$ cat config.mk
export PLATFORM = sky130hd
export DESIGN_NAME = core_control_exception_flat
export DESIGN_NICKNAME = d
export VERILOG_FILES = /design/src/rtl/core_control_exception_pkg.sv /design/src/rtl/core_control_exception_if.sv /design/src/rtl/core_control_exception_arbiter.sv /design/src/rtl/core_control_exception.sv /design/src/flat_wrapper.sv
export SDC_FILE = /design/constraint.sdc
export NUM_CORES = 1
export LEC_CHECK = 0
export BUFFER_PORTS_ARGS = -buffer_cell sky130_fd_sc_hd__buf_2
export CAP_MARGIN = 20
export CORE_ASPECT_RATIO = 1.5
export CORE_MARGIN = 1.5
export CORE_UTILIZATION = 42
export DETAILED_ROUTE_END_ITERATION = 12
export HOLD_SLACK_MARGIN = 0.12
export PLACE_DENSITY = 0.84
export SYNTH_ARGS = -nofsm -noshare
export SYNTH_HDL_FRONTEND = slang
export SYNTH_SLANG_ARGS = --single-unit
$ cat constraint.sdc
create_clock -name clk -period 2.2 [get_ports clk]
set_clock_uncertainty 0.15 [all_clocks]
set_input_delay 0.44 -clock clk [delete_from_list [all_inputs] [get_ports clk]]
set_output_delay 0.44 -clock clk [all_outputs]
set_load 0.1 [all_outputs]
$ cat src/rtl/core_control_exception_pkg.sv
// Shared core micro-architecture definitions: PSR modes, exception causes, vector offsets.
// Latency: n/a (types, constants and pure helper functions only).
// Backpressure: n/a.
package core_control_exception_pkg;

    // Processor mode encodings as they appear in CPSR[4:0]
    typedef enum logic [4:0] {
        MODE_USR = 5'b10000,
        MODE_FIQ = 5'b10001,
        MODE_IRQ = 5'b10010,
        MODE_SVC = 5'b10011,
        MODE_ABT = 5'b10111,
        MODE_UND = 5'b11011,
        MODE_SYS = 5'b11111
    } psr_mode_t;

    // Exception causes; CAUSE_NONE marks an empty cause register
    typedef enum logic [2:0] {
        CAUSE_NONE = 3'd0,
        CAUSE_UND  = 3'd1,
        CAUSE_SWI  = 3'd2,
        CAUSE_PABT = 3'd3,
        CAUSE_DABT = 3'd4,
        CAUSE_IRQ  = 3'd5,
        CAUSE_FIQ  = 3'd6
    } exc_cause_t;

    // Vector table layout
    localparam logic [31:0] VEC_BASE_LOW  = 32'h0000_0000;
    localparam logic [31:0] VEC_BASE_HIGH = 32'hFFFF_0000;
    localparam logic [31:0] VEC_OFF_UND   = 32'h0000_0004;
    localparam logic [31:0] VEC_OFF_SWI   = 32'h0000_0008;
    localparam logic [31:0] VEC_OFF_PABT  = 32'h0000_000C;
    localparam logic [31:0] VEC_OFF_DABT  = 32'h0000_0010;
    localparam logic [31:0] VEC_OFF_IRQ   = 32'h0000_0018;
    localparam logic [31:0] VEC_OFF_FIQ   = 32'h0000_001C;

    // Bit positions of the sticky synchronous-exception pending vector
    localparam int PEND_W    = 4;
    localparam int PEND_UND  = 0;
    localparam int PEND_SWI  = 1;
    localparam int PEND_PABT = 2;
    localparam int PEND_DABT = 3;

    function automatic psr_mode_t cause_mode(input exc_cause_t c);
        case (c)
            CAUSE_DABT, CAUSE_PABT: return MODE_ABT;
            CAUSE_FIQ:              return MODE_FIQ;
            CAUSE_IRQ:              return MODE_IRQ;
            CAUSE_UND:              return MODE_UND;
            default:                return MODE_SVC;
        endcase
    endfunction

    function automatic logic [31:0] cause_offset(input exc_cause_t c);
        case (c)
            CAUSE_UND:  return VEC_OFF_UND;
            CAUSE_SWI:  return VEC_OFF_SWI;
            CAUSE_PABT: return VEC_OFF_PABT;
            CAUSE_DABT: return VEC_OFF_DABT;
            CAUSE_IRQ:  return VEC_OFF_IRQ;
            CAUSE_FIQ:  return VEC_OFF_FIQ;
            default:    return 32'h0000_0000;
        endcase
    endfunction

    // Pending bit retired when a cause is taken; interrupts are level and own no bit
    function automatic logic [PEND_W-1:0] cause_pend_mask(input exc_cause_t c);
        logic [PEND_W-1:0] m;
        m = '0;
        case (c)
            CAUSE_UND:  m[PEND_UND]  = 1'b1;
            CAUSE_SWI:  m[PEND_SWI]  = 1'b1;
            CAUSE_PABT: m[PEND_PABT] = 1'b1;
            CAUSE_DABT: m[PEND_DABT] = 1'b1;
            default:    m = '0;
        endcase
        return m;
    endfunction

endpackage

$ cat src/rtl/core_control_exception_if.sv
// Bundle between the pipeline/fetch side and the exception sequencer.
// Latency: n/a (wires only).
// Backpressure: branch is held by the sequencer until fetch returns branch_ack.
interface core_control_exception_if;
    import core_control_exception_pkg::*;

    logic        boundary;
    logic        undefined;
    logic        swi;
    logic        prefetch_abort;
    logic        data_abort;
    logic        irq;
    logic        fiq;
    logic [31:0] cpsr_rd;
    logic        branch_ack;

    logic        escalate;
    logic        exception;
    psr_mode_t   exception_mode;
    logic [31:0] vector;
    logic        branch;
    logic        busy;

    // Pipeline / fetch side
    modport master (
        output boundary, undefined, swi, prefetch_abort, data_abort,
        output irq, fiq, cpsr_rd, branch_ack,
        input  escalate, exception, exception_mode, vector, branch, busy
    );

    // Exception sequencer side
    modport slave (
        input  boundary, undefined, swi, prefetch_abort, data_abort,
        input  irq, fiq, cpsr_rd, branch_ack,
        output escalate, exception, exception_mode, vector, branch, busy
    );
endinterface

$ cat src/rtl/core_control_exception_arbiter.sv
// Fixed-priority encoder from pending synchronous causes and eligible interrupts to one cause.
// Latency: combinational, 0 cycles.
// Backpressure: none; the caller decides whether the result is consumed this cycle.
module core_control_exception_arbiter
    import core_control_exception_pkg::*;
(
    input  logic [PEND_W-1:0] i_pend,
    input  logic              i_irq_ok,
    input  logic              i_fiq_ok,
    output logic              o_vld,
    output exc_cause_t        o_cause
);

    // Priority: data abort, fiq, irq, prefetch abort, undefined, swi
    always_comb begin
        o_vld   = 1'b1;
        o_cause = CAUSE_NONE;
        if (i_pend[PEND_DABT])      o_cause = CAUSE_DABT;
        else if (i_fiq_ok)          o_cause = CAUSE_FIQ;
        else if (i_irq_ok)          o_cause = CAUSE_IRQ;
        else if (i_pend[PEND_PABT]) o_cause = CAUSE_PABT;
        else if (i_pend[PEND_UND])  o_cause = CAUSE_UND;
        else if (i_pend[PEND_SWI])  o_cause = CAUSE_SWI;
        else                        o_vld   = 1'b0;
    end

endmodule

$ cat src/rtl/core_control_exception.sv
// Exception sequencer: arbitrates causes at an instruction boundary and runs escalate/save/vector.
// Latency: cause arbitrated on cycle N -> escalate N+1, exception N+2, branch from N+3.
// Backpressure: branch/vector held until branch_ack; new causes while busy wait as pending.
module core_control_exception
    import core_control_exception_pkg::*;
#(
    parameter bit HIGH_VECTORS = 1'b0
) (
    input  logic                     clk,
    input  logic                     rst_n,
    core_control_exception_if.slave  bus
);

    localparam logic [31:0] VEC_BASE = HIGH_VECTORS ? VEC_BASE_HIGH : VEC_BASE_LOW;

    typedef enum logic [1:0] {
        ST_IDLE     = 2'd0,
        ST_ESCALATE = 2'd1,
        ST_SAVE     = 2'd2,
        ST_VECTOR   = 2'd3
    } state_t;

    state_t            r_state;
    exc_cause_t        r_cause;
    logic [PEND_W-1:0] r_pend;
    logic              r_escalate;
    logic              r_exception;
    logic              r_branch;
    logic [31:0]       r_vector;
    psr_mode_t         r_mode;

    logic [PEND_W-1:0] w_pulse;
    logic [PEND_W-1:0] w_pend_all;
    logic [PEND_W-1:0] w_clr;
    logic              w_irq_ok;
    logic              w_fiq_ok;
    logic              w_arb_vld;
    exc_cause_t        w_arb_cause;
    logic              w_take;
    logic              w_unused_cpsr;

    // A pulse arriving on the arbitration cycle competes directly, so it is merged before the encoder
    assign w_pulse[PEND_UND]  = bus.undefined;
    assign w_pulse[PEND_SWI]  = bus.swi;
    assign w_pulse[PEND_PABT] = bus.prefetch_abort;
    assign w_pulse[PEND_DABT] = bus.data_abort;
    assign w_pend_all         = r_pend | w_pulse;

    // Interrupts are level-sensitive and gated by the CPSR mask bits; never latched
    assign w_irq_ok      = bus.irq & ~bus.cpsr_rd[7];
    assign w_fiq_ok      = bus.fiq & ~bus.cpsr_rd[6];
    assign w_unused_cpsr = ^{bus.cpsr_rd[31:8], bus.cpsr_rd[5:0]};

    core_control_exception_arbiter u_arbiter (
        .i_pend   (w_pend_all),
        .i_irq_ok (w_irq_ok),
        .i_fiq_ok (w_fiq_ok),
        .o_vld    (w_arb_vld),
        .o_cause  (w_arb_cause)
    );

    assign w_take = (r_state == ST_IDLE) && bus.boundary && w_arb_vld;
    assign w_clr  = w_take ? cause_pend_mask(w_arb_cause) : '0;

    // Sticky pending bits: set by any pulse, retired only when that cause wins arbitration
    always_ff @(posedge clk or negedge rst_n) begin
        if (!rst_n) begin
            r_pend <= '0;
        end else begin
            r_pend <= w_pend_all & ~w_clr;
        end
    end

    // Sequencer FSM with registered strobes, mode and vector
    always_ff @(posedge clk or negedge rst_n) begin
        if (!rst_n) begin
            r_state     <= ST_IDLE;
            r_cause     <= CAUSE_NONE;
            r_escalate  <= 1'b0;
            r_exception <= 1'b0;
            r_branch    <= 1'b0;
            r_vector    <= '0;
            r_mode      <= MODE_SVC;
        end else begin
            case (r_state)
                ST_IDLE: begin
                    if (w_take) begin
                        r_state    <= ST_ESCALATE;
                        r_cause    <= w_arb_cause;
                        r_escalate <= 1'b1;
                        r_mode     <= cause_mode(w_arb_cause);
                    end
                end
                ST_ESCALATE: begin
                    r_state     <= ST_SAVE;
                    r_escalate  <= 1'b0;
                    r_exception <= 1'b1;
                end
                ST_SAVE: begin
                    r_state     <= ST_VECTOR;
                    r_exception <= 1'b0;
                    r_branch    <= 1'b1;
                    r_vector    <= VEC_BASE + cause_offset(r_cause);
                end
                ST_VECTOR: begin
                    if (bus.branch_ack) begin
                        // Mode returns to its reset value so IDLE always presents the same outputs
                        r_state  <= ST_IDLE;
                        r_cause  <= CAUSE_NONE;
                        r_branch <= 1'b0;
                        r_vector <= '0;
                        r_mode   <= MODE_SVC;
                    end
                end
                default: begin
                    r_state <= ST_IDLE;
                end
            endcase
        end
    end

    assign bus.escalate       = r_escalate;
    assign bus.exception      = r_exception;
    assign bus.branch         = r_branch;
    assign bus.vector         = r_vector;
    assign bus.exception_mode = r_mode;
    assign bus.busy           = (r_state != ST_IDLE);

endmodule

$ cat src/flat_wrapper.sv
// flat-port wrapper written by rule: the top's interface ports become plain ports
module core_control_exception_flat import core_control_exception_pkg::*;
#(
    parameter bit HIGH_VECTORS = 1'b0
)
  (clk, rst_n, bus_boundary, bus_undefined, bus_swi, bus_prefetch_abort, bus_data_abort, bus_irq, bus_fiq, bus_cpsr_rd, bus_branch_ack, bus_escalate, bus_exception, bus_exception_mode, bus_vector, bus_branch, bus_busy);
  core_control_exception_if bus_i ();
  input  logic clk;
  input  logic rst_n;
  input wire logic [$bits(bus_i.boundary)-1:0] bus_boundary;
  input wire logic [$bits(bus_i.undefined)-1:0] bus_undefined;
  input wire logic [$bits(bus_i.swi)-1:0] bus_swi;
  input wire logic [$bits(bus_i.prefetch_abort)-1:0] bus_prefetch_abort;
  input wire logic [$bits(bus_i.data_abort)-1:0] bus_data_abort;
  input wire logic [$bits(bus_i.irq)-1:0] bus_irq;
  input wire logic [$bits(bus_i.fiq)-1:0] bus_fiq;
  input wire logic [$bits(bus_i.cpsr_rd)-1:0] bus_cpsr_rd;
  input wire logic [$bits(bus_i.branch_ack)-1:0] bus_branch_ack;
  output wire logic [$bits(bus_i.escalate)-1:0] bus_escalate;
  output wire logic [$bits(bus_i.exception)-1:0] bus_exception;
  output wire logic [$bits(bus_i.exception_mode)-1:0] bus_exception_mode;
  output wire logic [$bits(bus_i.vector)-1:0] bus_vector;
  output wire logic [$bits(bus_i.branch)-1:0] bus_branch;
  output wire logic [$bits(bus_i.busy)-1:0] bus_busy;
  assign bus_i.boundary = bus_boundary;
  assign bus_i.undefined = bus_undefined;
  assign bus_i.swi = bus_swi;
  assign bus_i.prefetch_abort = bus_prefetch_abort;
  assign bus_i.data_abort = bus_data_abort;
  assign bus_i.irq = bus_irq;
  assign bus_i.fiq = bus_fiq;
  assign bus_i.cpsr_rd = bus_cpsr_rd;
  assign bus_i.branch_ack = bus_branch_ack;
  assign bus_escalate = bus_i.escalate;
  assign bus_exception = bus_i.exception;
  assign bus_exception_mode = bus_i.exception_mode;
  assign bus_vector = bus_i.vector;
  assign bus_branch = bus_i.branch;
  assign bus_busy = bus_i.busy;
  core_control_exception #(.HIGH_VECTORS(HIGH_VECTORS)) u_core (.clk(clk), .rst_n(rst_n), .bus(bus_i));
endmodule
=== Word level (Yosys, flattened, before mapping) ===
Cells that the tools add are included.

* Equality and inequality tests: 17
* Bitwise logic cells: 7
* Mux-type cells: 35
* Reduce and logical (&&, ||, !) cells: 13

{| class="wikitable"
|+ Operator list
! operator !! number
|-
| $pmux W32 S2 || 1
|-
| $mux W32 || 1
|-
| $pmux W5 S6 || 1
|-
| $mux W3 || 7
|-
| $eq A3 B3 Y1 const B || 6
|-
| $pmux W4 S4 || 1
|-
| $eq A3 B2 Y1 const B || 4
|-
| $mux W1 || 12
|-
| $mux W5 || 2
|-
| $pmux W5 S2 || 1
|-
| $reduce_bool A2 Y1 || 5
|-
| $pmux W2 S4 || 1
|-
| $eq A3 B1 Y1 const B || 2
|-
| $mux W2 || 3
|-
| $pmux W1 S2 || 3
|-
| $pmux W3 S2 || 1
|-
| $reduce_and A2 Y1 || 3
|-
| $and A4 B4 Y4 || 1
|-
| $eq A2 B2 Y1 const B || 2
|-
| $mux W4 || 1
|-
| $not A4 Y4 || 1
|-
| $or A4 B4 Y4 || 1
|-
| $reduce_and A3 Y1 || 1
|-
| $and A1 B1 Y1 || 2
|-
| other kinds (7) || 9
|}

* Flip-flop bits (word level): 49
* Logic and storage cells: 80
* Input bits: 42
* Output and inout port bits: 41

=== Longest topological paths before layout ===
* Word-level depth: 12
* Depth in mapped cells: 6
* Mapped depth without buffers: 6

=== Cells and area by module ===
From an unflattened synthesis, not the netlist that was laid out.

* Cell total of the unflattened synthesis: 129
* Area total of the unflattened synthesis: 1,268.7 sq um

{| class="wikitable"
|+ By module, submodules not included
! module !! times used !! cells each !! area each (sq um)
|-
| core_control_exception || 1 || 121 || 1,217.4
|-
| core_control_exception_arbiter || 1 || 8 || 51.3
|}

=== Least setup slack after synthesis ===
OpenSTA, ideal clock, no wires.

* Path kind: flip-flop to output port
* Start point: register u_core.r_state[0]
* End point: output port bus_busy
* Buffers on the path: 0
* Path slack: 322 ps
* Data arrival time: 1,288 ps
* Cell stages (with the launch flop): 4
* Cells stage by stage: dfrtp_1 inv_1 ha_1 inv_1

* Word-level cells in the longest chain between the ends: 1

{| class="wikitable"
|+ RTL lines
! what !! line !! text
|-
| start: declaration || core_control_exception.sv:23 || <nowiki>state_t r_state;</nowiki>
|-
| start signal: assignment || core_control_exception.sv:77 || <nowiki>r_state <= ST_IDLE;</nowiki>
|-
| start signal: assignment || core_control_exception.sv:88 || <nowiki>r_state <= ST_ESCALATE;</nowiki>
|-
| start signal: assignment || core_control_exception.sv:95 || <nowiki>r_state <= ST_SAVE;</nowiki>
|-
| $reduce_bool A2 Y1 || core_control_exception.sv:127 || <nowiki>assign bus.busy = (r_state != ST_IDLE);</nowiki>
|-
| end: declaration || flat_wrapper.sv:24 || <nowiki>output wire logic [$bits(bus_i.busy)-1:0] bus_busy;</nowiki>
|}

No other way between the ends.

=== Worst setup path after layout ===
Ends and elaborated chain as after synthesis.

==> key figures <==
Route
  – Vias per cell: 4.61
  – DRC viols: 0
  – WL/cell: 11.1 µm
  – DRT iter0 DRCs: 11
  – Routed Wire Length: 2160 µm
  – Via count: 898
  – ANT nets after route: 0
  – Drt pass-1 iters: 3

Power
  – Reg power frac: 25.8%
  – Total leakage power: 0.659 nW
  – Total power: 2.05 mW
  – Comb pwr share: 62.4%
  – Clock Power Share: 11.8%
  – Power Internal: 0.868 mW
  – Worst VDD drop: 0.834 mV
  – Sw power: 1.18 mW
  – PwrDens: 1490 nW/µm²
  – Sw frac: 57.6%

Worst setup path
  – RR Endpoint: u_core.r_pend[1]
  – Crit-path max FO: 7
  – Most used cell, CP: inv_1
  – Worst path buffer plus inverter count: 3
  – Crit. End Element: output pin
  – Required @ worst endpoint: 1.61 ns
  – Top Family by Delay on Critical Path: buffers and inverters
  – CP startpoint: u_core.r_state[0]
  – Crit-path cells: inv_1 > ha_1 > inv_1 > clkbuf_4
  – Worst path slowest cell: dfrtp_1
  – Type of origin of the critical path: flip-flop
  – Critical Path End: bus_busy
  – R2R Setup Slk: 0.35 ns
  – WP data arrival: 1.42 ns
  – Register-to-Register Path Depth: 5
  – Total number of cells along the worst setup path: 4
  – Origin of the critical flop-to-flop path: u_core.r_state[0]
  – Critical path's largest stage delay: 0.40 ns
  – CP Class: reg -> out

Cells and area
  – Final cell count without fillers: 195
  – Commonest non-fill, non-tap cell in the layout: conb_1
  – Layout Utilization: 47.3%
  – Area growth syn-to-layout: 7.63%
  – ANT cells: 0
  – Post-route cell area: 1380 µm²
  – Nets@finish: 204
  – Most frequent cells in the layout: 30 x conb_1, 21 x buf_2, 17 x dfrtp_1, 9 x inv_1, 6 x nand2_1
  – Share of layout cells above drive strength 1: 27.6%

CTS
  – Root buffer cell: clkbuf_8
  – Postcts setup bufs: 0
  – CTS max path bufs: 2
  – TritonCTS Buffers: 3
  – Clk Latency, worst-skew pair: 0.26 ns
  – CTS H-tree depth: 1
  – Clock slew at reported path FFs: 0.07 ns
  – CTS tree: yes
  – Sinks on Clock Net: 19

Timing
  – Shortest period the worst path allows: 2.01 ns
  – PnR worst setup slack: 0.190 ns
  – WHS: 0.247 ns
  – Fin crit share: 91.4%
  – Final Max Slew Viols: 0
  – Setup TNS: 0 ns
  – Hold Fails Final Rpt: 0
  – Fmax: 0.497 GHz
  – Final setup viols: 0
  – RSZ-0062 raised after global routing: false

GRT
  – Antenna violations before repair: 0
  – Largest net degree at the start of global routing: 20
  – Overflow after GRT: 0
  – First-pass GRT wire length: 3550 µm
  – Vias in the first global route: 786
  – Tot GR Track Use: 15.1%

Synthesis
  – Area fraction in compound gates after synthesis: 16.1%
  – Xor/xnor share of the synthesized area: 0.685%
  – Main combinational cell family by area after synthesis: buffers and inverters
  – Post-synth EDFFs: 0
  – Mux cell area share after synthesis: 3.62%
  – Sequential fraction of the synthesis area: 37.4%
  – Synth Area in Simple Gates: 16.4%
  – Synth Area in Adders: 4.89%
  – Top_reg_cell synth: dfrtp_1
  – Synth warnings: 0
  – Yosys cell types: 39
  – Synth Instances: 131
  – Seq cells post-synth: 19
  – Asr flop ratio synth: 100%
  – Avg Synthesized Cell Area: 9.76 µm²
  – Cell area after synthesis: 1280 µm²

Placement
  – Pre-CTS setup slack: 0.331 ns
  – Port Buffers: 22
  – RePlAce Congestion: 0.917
  – DP Wirelength: 1700 µm
  – Placed cell area: 1320 µm²
  – DP Cell Count: 190

Floorplan
  – Die footprint: 3390 µm²
  – Die Ht: 70.6 µm
  – I/O pin count: 83
  – Area of the core: 2910 µm²
  – Starting Density: 43.9%
  – Chip Width: 48.1 µm
  – Row count: 24

Hold path
  – Hold WC Path Type: in -> reg

Run status
  – Status: finished clean

Job
  – Max Cap Viol: 0
==> cell type report <==
type / instances / area (µm²)
clock buffers: 3 / 41.3
clock inverters: 1 / 5.00
fillers: 298 / 1540
inverters: 9 / 33.8
multi-input cells: 101 / 647
flip-flops and latches: 19 / 478
well taps: 39 / 48.8
repair buffers: 23 / 123
==> synth_stat cells, drive strengths merged, types with 3 or more instances <==
library cell | number | area share [%]
buf | 30 | 18
dfrtp | 17 | 33
nor2 | 10 | 4.7
inv | 9 | 2.6
nand2 | 7 | 2.6
o21ai | 6 | 2.6
a21oi | 5 | 2.0
ha | 5 | 4.9
nand2b | 4 | 2.2
nor2b | 4 | 2.0
nand3 | 3 | 2.2
nor3 | 3 | 1.2
o31ai | 3 | 2.8
==> registers in the layout, summed over array words and instances, names as in the netlist <==
signal	flops
u_core.bus.vector	3
u_core.bus.exception	1
u_core.bus.escalate	1
u_core.r_cause	3
u_core.r_pend	4
u_core.bus.branch	1
u_core.bus.exception_mode	4
u_core.r_state	2
==> kinds of logic after synthesis <==
family | Yosys count
XOR/XNOR | 1
other | 2
buffers and inverters | 39
AND/OR/NAND/NOR | 34
adder cells (fa/ha/maj) | 5
multiplexers | 4
AO/OA/AOI/OAI | 27
flip-flops | 19
==> worst reg2reg max path, stage by stage, from the launching register on <==
cell and delay (ns):
dfrtp_1 0.40, inv_1 0.13, ha_1 0.30, nand2_1 0.15, nor3_1 0.44, a31oi_1 0.14
==> power groups by stage <==
stage	Clock, mW	Sequential (mW)	Combinational (mW)
CTS	0.254	0.529	1.28
detailed placement	0	0.535	1.27
global placement	0	0.531	1.26
floorplan	0	0.904	0.762
finish	0.242	0.528	1.28
global route	0.269	0.543	1.37
==> routing by layer <==
layer / wire [µm] / global-route usage (%) / vias to the layer above
li1: - / - / 438
met1: 849 / 17.4 / 412
met2: 1090 / 22.7 / 42
met3: 136 / 3.57 / 6
met4: 88 / 11.7 / 0
met5: 0 / 0 / -
==> timing repair <==
item | CTS | global route
hold buffers | 1 | 0
gates resized for setup | 0 | 1
endpoints found under the setup margin | 0 | 1
endpoints found under the hold margin | 17 | 0
==> worst min path at each step <==
stage / cells after the start / from / slack (ns) / endpoint
CTS: 2 / bus_boundary / 0.24 / u_core.r_pend[3]
finish: 2 / bus_boundary / 0.25 / u_core.r_pend[3]
global placement: 1 / rst_n / 0.25 / u_core.bus.vector[4]
floorplan: 0 / rst_n / -0.006 / u_core.bus.branch
detailed placement: 1 / rst_n / 0.25 / u_core.bus.vector[4]
global route: 2 / bus_boundary / 0.26 / u_core.r_pend[3]
Note: power is estimated with default switching activity, not from simulation.
